===== src/rtl/mbist_mbisr_ctrl.sv =====
// March C- memory BIST engine with built-in self-repair: drives a single-port SRAM,
// compares read data and logs failing rows into a spare-row remap table.
module mbist_mbisr_ctrl #(
    parameter int AW      = 4,
    parameter int DW      = 8,
    parameter int SPARES  = 2,
    parameter int CHECKER = 0,
    localparam int SW     = $clog2(SPARES + 1),
    localparam int IW     = (SPARES > 1) ? $clog2(SPARES) : 1
) (
    input  logic          clk,
    input  logic          rst_n,
    input  logic          start,
    output logic          busy,
    output logic          done,
    output logic          fail,
    output logic [SW-1:0] spare_used,
    output logic          mem_en,
    output logic          mem_we,
    output logic [AW-1:0] mem_addr,
    output logic [DW-1:0] mem_wdata,
    input  logic [DW-1:0] mem_rdata,
    input  logic [AW-1:0] q_addr,
    output logic          q_hit,
    output logic [IW-1:0] q_idx
);

    typedef enum logic [3:0] {
        S_IDLE, S_M0, S_M1, S_M2, S_M3, S_M4, S_M5, S_FLUSH, S_DONE
    } state_t;

    function automatic logic [DW-1:0] chk_pattern();
        chk_pattern = '0;
        for (int i = 0; i < DW; i++) chk_pattern[i] = ~i[0];
    endfunction

    localparam logic [DW-1:0] CHK_BG = chk_pattern();

    state_t        state_q, state_d;
    logic [AW-1:0] addr_q, addr_d;
    logic          phase_q, phase_d;  // 0 = read slot, 1 = write slot of an r,w element
    logic          pass_q, pass_d;    // 1 = checkerboard background pass
    logic          clear;

    logic          rd_pend_q;
    logic [AW-1:0] rd_addr_q;
    logic [DW-1:0] rd_exp_q;
    logic          fail_q;
    logic [SW-1:0] used_q;
    logic [AW-1:0] tbl_q [SPARES];

    logic [DW-1:0] zero_v, one_v, exp_v;
    logic          is_rw, desc, step, last;
    logic          log_hit, mismatch, log_new;

    // NOTE: every variable driven here gets a default first, so no path can infer a latch.
    always_comb begin
        state_d   = state_q;
        addr_d    = addr_q;
        phase_d   = phase_q;
        pass_d    = pass_q;
        clear     = 1'b0;
        mem_en    = 1'b0;
        mem_we    = 1'b0;
        mem_wdata = '0;
        exp_v     = '0;
        zero_v    = pass_q ? CHK_BG : '0;
        one_v     = ~zero_v;
        is_rw     = state_q inside {S_M1, S_M2, S_M3, S_M4};
        desc      = state_q inside {S_M3, S_M4};
        step      = !is_rw || phase_q;
        last      = desc ? (addr_q == '0) : (addr_q == '1);

        case (state_q)
            S_IDLE, S_DONE: if (start) begin
                state_d = S_M0;
                addr_d  = '0;
                phase_d = 1'b0;
                pass_d  = 1'b0;
                clear   = 1'b1;
            end
            S_M0:    begin mem_en = 1'b1; mem_we = 1'b1;    mem_wdata = zero_v; end
            S_M1:    begin mem_en = 1'b1; mem_we = phase_q; mem_wdata = one_v;  exp_v = zero_v; end
            S_M2:    begin mem_en = 1'b1; mem_we = phase_q; mem_wdata = zero_v; exp_v = one_v;  end
            S_M3:    begin mem_en = 1'b1; mem_we = phase_q; mem_wdata = one_v;  exp_v = zero_v; end
            S_M4:    begin mem_en = 1'b1; mem_we = phase_q; mem_wdata = zero_v; exp_v = one_v;  end
            S_M5:    begin mem_en = 1'b1;                                       exp_v = zero_v; end
            S_FLUSH: state_d = S_DONE;
            default: state_d = S_IDLE;
        endcase

        if (is_rw) phase_d = ~phase_q;

        if (mem_en && step) begin
            if (last) begin
                // M3 and M4 walk downwards and start from the top row.
                addr_d = (state_q == S_M2 || state_q == S_M3) ? '1 : '0;
                case (state_q)
                    S_M0:    state_d = S_M1;
                    S_M1:    state_d = S_M2;
                    S_M2:    state_d = S_M3;
                    S_M3:    state_d = S_M4;
                    S_M4:    state_d = S_M5;
                    default: begin
                        if (CHECKER != 0 && !pass_q) begin
                            state_d = S_M0;
                            pass_d  = 1'b1;
                        end else begin
                            state_d = S_FLUSH;
                        end
                    end
                endcase
            end else begin
                addr_d = desc ? addr_q - 1'b1 : addr_q + 1'b1;
            end
        end
    end

    assign mem_addr   = addr_q;
    assign busy       = (state_q != S_IDLE) && (state_q != S_DONE);
    assign done       = (state_q == S_DONE);
    assign fail       = fail_q;
    assign spare_used = used_q;

    // Entry i is valid exactly when i < spare_used; descending scan lets the lowest index win.
    always_comb begin
        q_hit   = 1'b0;
        q_idx   = '0;
        log_hit = 1'b0;
        for (int i = SPARES - 1; i >= 0; i--) begin
            if (SW'(i) < used_q && tbl_q[i] == q_addr) begin
                q_hit = 1'b1;
                q_idx = IW'(i);
            end
            if (SW'(i) < used_q && tbl_q[i] == rd_addr_q) log_hit = 1'b1;
        end
    end

    assign mismatch = rd_pend_q && (mem_rdata != rd_exp_q) && !log_hit && !clear;
    assign log_new  = mismatch && (used_q < SW'(SPARES));

    // NOTE: state registers use non-blocking assignments so every flop samples pre-edge values.
    always_ff @(posedge clk or negedge rst_n) begin
        if (!rst_n) begin
            state_q <= S_IDLE;
            addr_q  <= '0;
            phase_q <= 1'b0;
            pass_q  <= 1'b0;
        end else begin
            state_q <= state_d;
            addr_q  <= addr_d;
            phase_q <= phase_d;
            pass_q  <= pass_d;
        end
    end

    always_ff @(posedge clk or negedge rst_n) begin
        if (!rst_n) begin
            rd_pend_q <= 1'b0;
            rd_addr_q <= '0;
            rd_exp_q  <= '0;
            fail_q    <= 1'b0;
            used_q    <= '0;
        end else begin
            rd_pend_q <= mem_en && !mem_we;
            rd_addr_q <= addr_q;
            rd_exp_q  <= exp_v;
            if (clear) begin
                fail_q <= 1'b0;
                used_q <= '0;
            end else if (log_new) begin
                used_q <= used_q + 1'b1;
            end else if (mismatch) begin
                fail_q <= 1'b1;
            end
        end
    end

    // NOTE: the table storage needs no reset; spare_used = 0 already marks every entry invalid.
    always_ff @(posedge clk) begin
        for (int i = 0; i < SPARES; i++) begin
            if (log_new && SW'(i) == used_q) tbl_q[i] <= rd_addr_q;
        end
    end

endmodule


===== config.mk =====
export PLATFORM = sky130hd
export DESIGN_NAME = mbist_mbisr_ctrl
export DESIGN_NICKNAME = d
export VERILOG_FILES = /design/src/rtl/mbist_mbisr_ctrl.sv
export SDC_FILE = /design/constraint.sdc
export NUM_CORES = 1
export LEC_CHECK = 0
export ABC_AREA = 1
export BUFFER_PORTS_ARGS = -buffer_cell sky130_fd_sc_hd__buf_2
export CORE_ASPECT_RATIO = 1.75
export CORE_MARGIN = 2
export CORE_UTILIZATION = 49
export CTS_CLUSTER_SIZE = 28
export DETAILED_ROUTE_END_ITERATION = 16
export GPL_ROUTABILITY_DRIVEN = 0
export PLACE_DENSITY = 0.82
export SLEW_MARGIN = 20
export SYNTH_ARGS = -nofsm -noshare
export SYNTH_HDL_FRONTEND = slang
export SYNTH_SLANG_ARGS = --single-unit

===== constraint.sdc =====
create_clock -name clk -period 1.5 [get_ports clk]
set_input_delay 0.15 -clock clk [delete_from_list [all_inputs] [get_ports clk]]
set_output_delay 0.15 -clock clk [all_outputs]
set_load 0.005 [all_outputs]

==> impl_results.md <==
* Power Dens Cells at 2480 nW/um^2
* Inserted Clock Buffers at 3
* Maximum vdd drop at 1.58 mV
* GR Util met2 at 0.463
* Max_cap viols at 0
* Vias at 1,721
* Min-Delay Path Class: input pin to flop
* Reg2Reg Depth at 12
* Core ar. at 3330 um^2
* First-pass GRT wire length at 6.51 mm
* Fmax at 558 MHz
* Synth-to-layout area growth at 57.2%
* Post-route core utilization at 0.793
* YS warnings at 0
* ANT nets after route at 0
* Worst Skew at 0.00152 ns
* Syn_area_per_cell at 7.50 um^2
* Worst Path Required at 1.35 ns
* Layout Nets at 324
* Vias in the first global route at 1,565
* # DRC at 0
* GRT overflow at 0
* Status: complete, but fails checks
* FF+latch count, synth at 26
* CTS Buffer Depth at 2
* Post-route insts no fill at 348
* Final Worst Setup Slack at -0.292 ns
* Antenna violations before repair at 0
* CP max FO at 2
* Syn_nets at 244
* Multi-input gate area at 1010 um^2
* Clk slew on worst S/H paths at 0.09 ns
* Routed WL at 4.85 mm
* Hold path startpoint: start
* Total design power at 6540 uW
* Die width at 48.3 um
* Starting Density at 0.505
* Max Transition Viols Final at 0
* Crit path launch type: flop
* Reg2Reg Capture Point: mem_addr[0]
* Hold path depth at 3
* # rows at 28
* DPL Wire Length at 2.97 mm
* CTS tree: done
* Unrepaired setup endpoints after global routing: yes
* Worst skew pair latency at 0.27 ns
* Reg-to-reg setup timing slack at -0.23 ns
* CP Capture Type: output port
* Worst-Margin Slew at 0.405 ns
* Cells after Synth at 224
* Sink of the worst hold path: state_q[3]
* Storage cell area at 692 um^2
* ANT cells at 0
* Die area at 3930 um^2
* Sink Count at 26
* Crit-path cells: inv_2 > ha_4 > inv_4 > buf_6 > o21ai_4 > a21oi_2 > nand2_2 > nor3_2 > nor2_1 > buf_2
* CP max-delay cell: dfrtp_1
* Final worst-path cycle share at 1.19
* GRT Util Overall at 0.233
* Largest net degree at the start of global routing at 19
* Met3 GRT Util at 0.0154
* GRT busiest layer: met2
* H-tree levels at 1
* Synth cell types at 29
* Synth Cell Area at 1680 um^2
* DRT iter0 DRCs at 36
* Worst path arrival time at 1.64 ns
* Sequential share of the synthesized area at 0.411
* CTS root buf: clkbuf_8
* Routed vias/inst at 4.95
* Top delay family on crit path: flip-flops
* Setup Crit Path Kind: flop to output port
* Die H at 81.4 um
* Slowest stage delay, CP at 0.38 ns
* R2R Path Start: state_q[2]
* Slew margin rel. at 0.730
* Period minus WS final at 1.79 ns
* Share of cells above drive strength 1 at 0.465
* Port bufs at 35
* Final setup fails at 30
* First-pass DRT Iterations at 4
* Fin. Hold Viols at 0
* Leakage at 0.00133 uW
* Failing checks: negative setup slack
* Bufs and invs on worst path at 4
* Placed instance count at 318
* IO Pins at 36
* # fillers at 224
* Avg WL per Cell at 13.9 um
* Met1 Use GR at 0.226
[worst max-delay path by stage]
stage | startpoint | cells after the start | slack [ns] | endpoint
5_1_grt | spare_used[0] | 10 | -0.44 | q_idx
6_report | spare_used[0] | 10 | -0.29 | q_idx
4_1_cts | spare_used[0] | 9 | -0.23 | q_hit
3_3_place_gp | spare_used[0] | 8 | -0.01 | tbl_q[0][1]
2_1_floorplan | spare_used[0] | 8 | 0.00008 | tbl_q[0][0]
3_5_place_dp | spare_used[0] | 8 | -0.08 | tbl_q[0][1]
[area by class of cell]
type	count	share of cell area
clock buffers	3	0.0156
clock inverters	1	0.0114
inverters	39	0.0611
multi-input cells	152	0.383
flip-flops and latches	26	0.262
well taps	45	0.0213
repair buffers	82	0.245
[routing by layer]
metal,vias to the layer above,share of wire
li1,854,-
met2,34,0.61
met4,0,0.021
met3,12,0.020
met1,821,0.35
met5,-,0
[repair_timing]
| item | in CTS | in global routing |
|---|---|---|
| gates cloned | 0 | 0 |
| pin swaps | 20 | 27 |
| hold endpoints to repair | 18 | 0 |
| buffers inserted | 10 | 16 |
| endpoints found under the setup margin | 26 | 31 |
| hold buffers | 1 | 0 |
| resized for setup | 29 | 44 |
[state kept, by name, summed over array words and instances, names as in the netlist]
register and count:
phase_q 1, state_q 4, spare_used 2, rd_addr_q 4
rd_exp_q 1, rd_pend_q 1, fail 1, tbl_q 8
mem_addr 4
[per-stage QoR]
step	hold WS, ns	instance area [um^2]	setup WS [ns]	TNS, ns
finish	0.175	2640	-0.292	-5.33
global route	0.180	2640	-0.436	-8.10
CTS	0.162	2330	-0.232	-3.19
detailed placement	0.0969	2050	-0.0793	-0.586
global placement	0.0970	2050	-0.0124	-0.144
floorplan	-0.146	1720	0.0000817	0
[synth_stat cells]
cell type | n | share of area
o22ai_1 | 4 | 0.015
ha_1 | 4 | 0.030
nor3_2 | 1 | 0.0060
xnor2_1 | 3 | 0.016
fa_1 | 1 | 0.012
o2bb2ai_1 | 1 | 0.0052
a21oi_2 | 1 | 0.0052
dfrtp_1 | 18 | 0.27
nand2_2 | 5 | 0.019
o21ai_4 | 1 | 0.0097
nor2_2 | 1 | 0.0037
nand2_1 | 56 | 0.13
nor2_1 | 32 | 0.072
nor2_4 | 3 | 0.020
buf_4 | 7 | 0.031
inv_2 | 2 | 0.0045
o31ai_1 | 1 | 0.0045
o21ai_0 | 3 | 0.0089
o21ai_1 | 1 | 0.0030
nand4_1 | 3 | 0.011
nor3_1 | 4 | 0.012
nand3_1 | 12 | 0.036
nand2_4 | 2 | 0.013
or2_2 | 2 | 0.0075
a21oi_1 | 10 | 0.030
edfxtp_1 | 8 | 0.14
inv_1 | 36 | 0.080
o21ai_2 | 1 | 0.0052
inv_4 | 1 | 0.0037
[placed cells by master (no fill, tap or decap), drive strengths merged, types with 5 or more instances in the layout]
master / n
nand3: 12
nor3: 5
dfrtp: 18
buf: 81
nor2: 36
a21oi: 11
o21ai: 6
inv: 38
edfxtp: 8
nand2: 63
[kinds of logic (layout without fill, tap and decap cells)]
group,count (synthesis),count (layout),share of synthesized area
DFF,26,26,0.411
adders and majority gates,5,5,0.0417
buffers and inverters,46,125,0.120
AOI/OAI and AO/OA,23,23,0.0864
xor gates and xnor gates,3,3,0.0157
and+or+nand+nor,121,121,0.325
[power by group]
group / internal, uW / leakage, uW / total (uW) / switching [uW]
combinational: 2300 / 0.00100 / 4710 / 2410
sequential: 1040 / 0.000297 / 1250 / 212
clock: 357 / 0.0000357 / 576 / 219
total: 3700 / 0.00133 / 6540 / 2840
[worst min-delay path: cells and delay by family]
family	cells	cell delay (ns)
buffers and inverters	1	0.10
AO/OA/AOI/OAI	1	0.12
AND/OR/NAND/NOR	1	0.05
(Power assumes the default switching activity.)
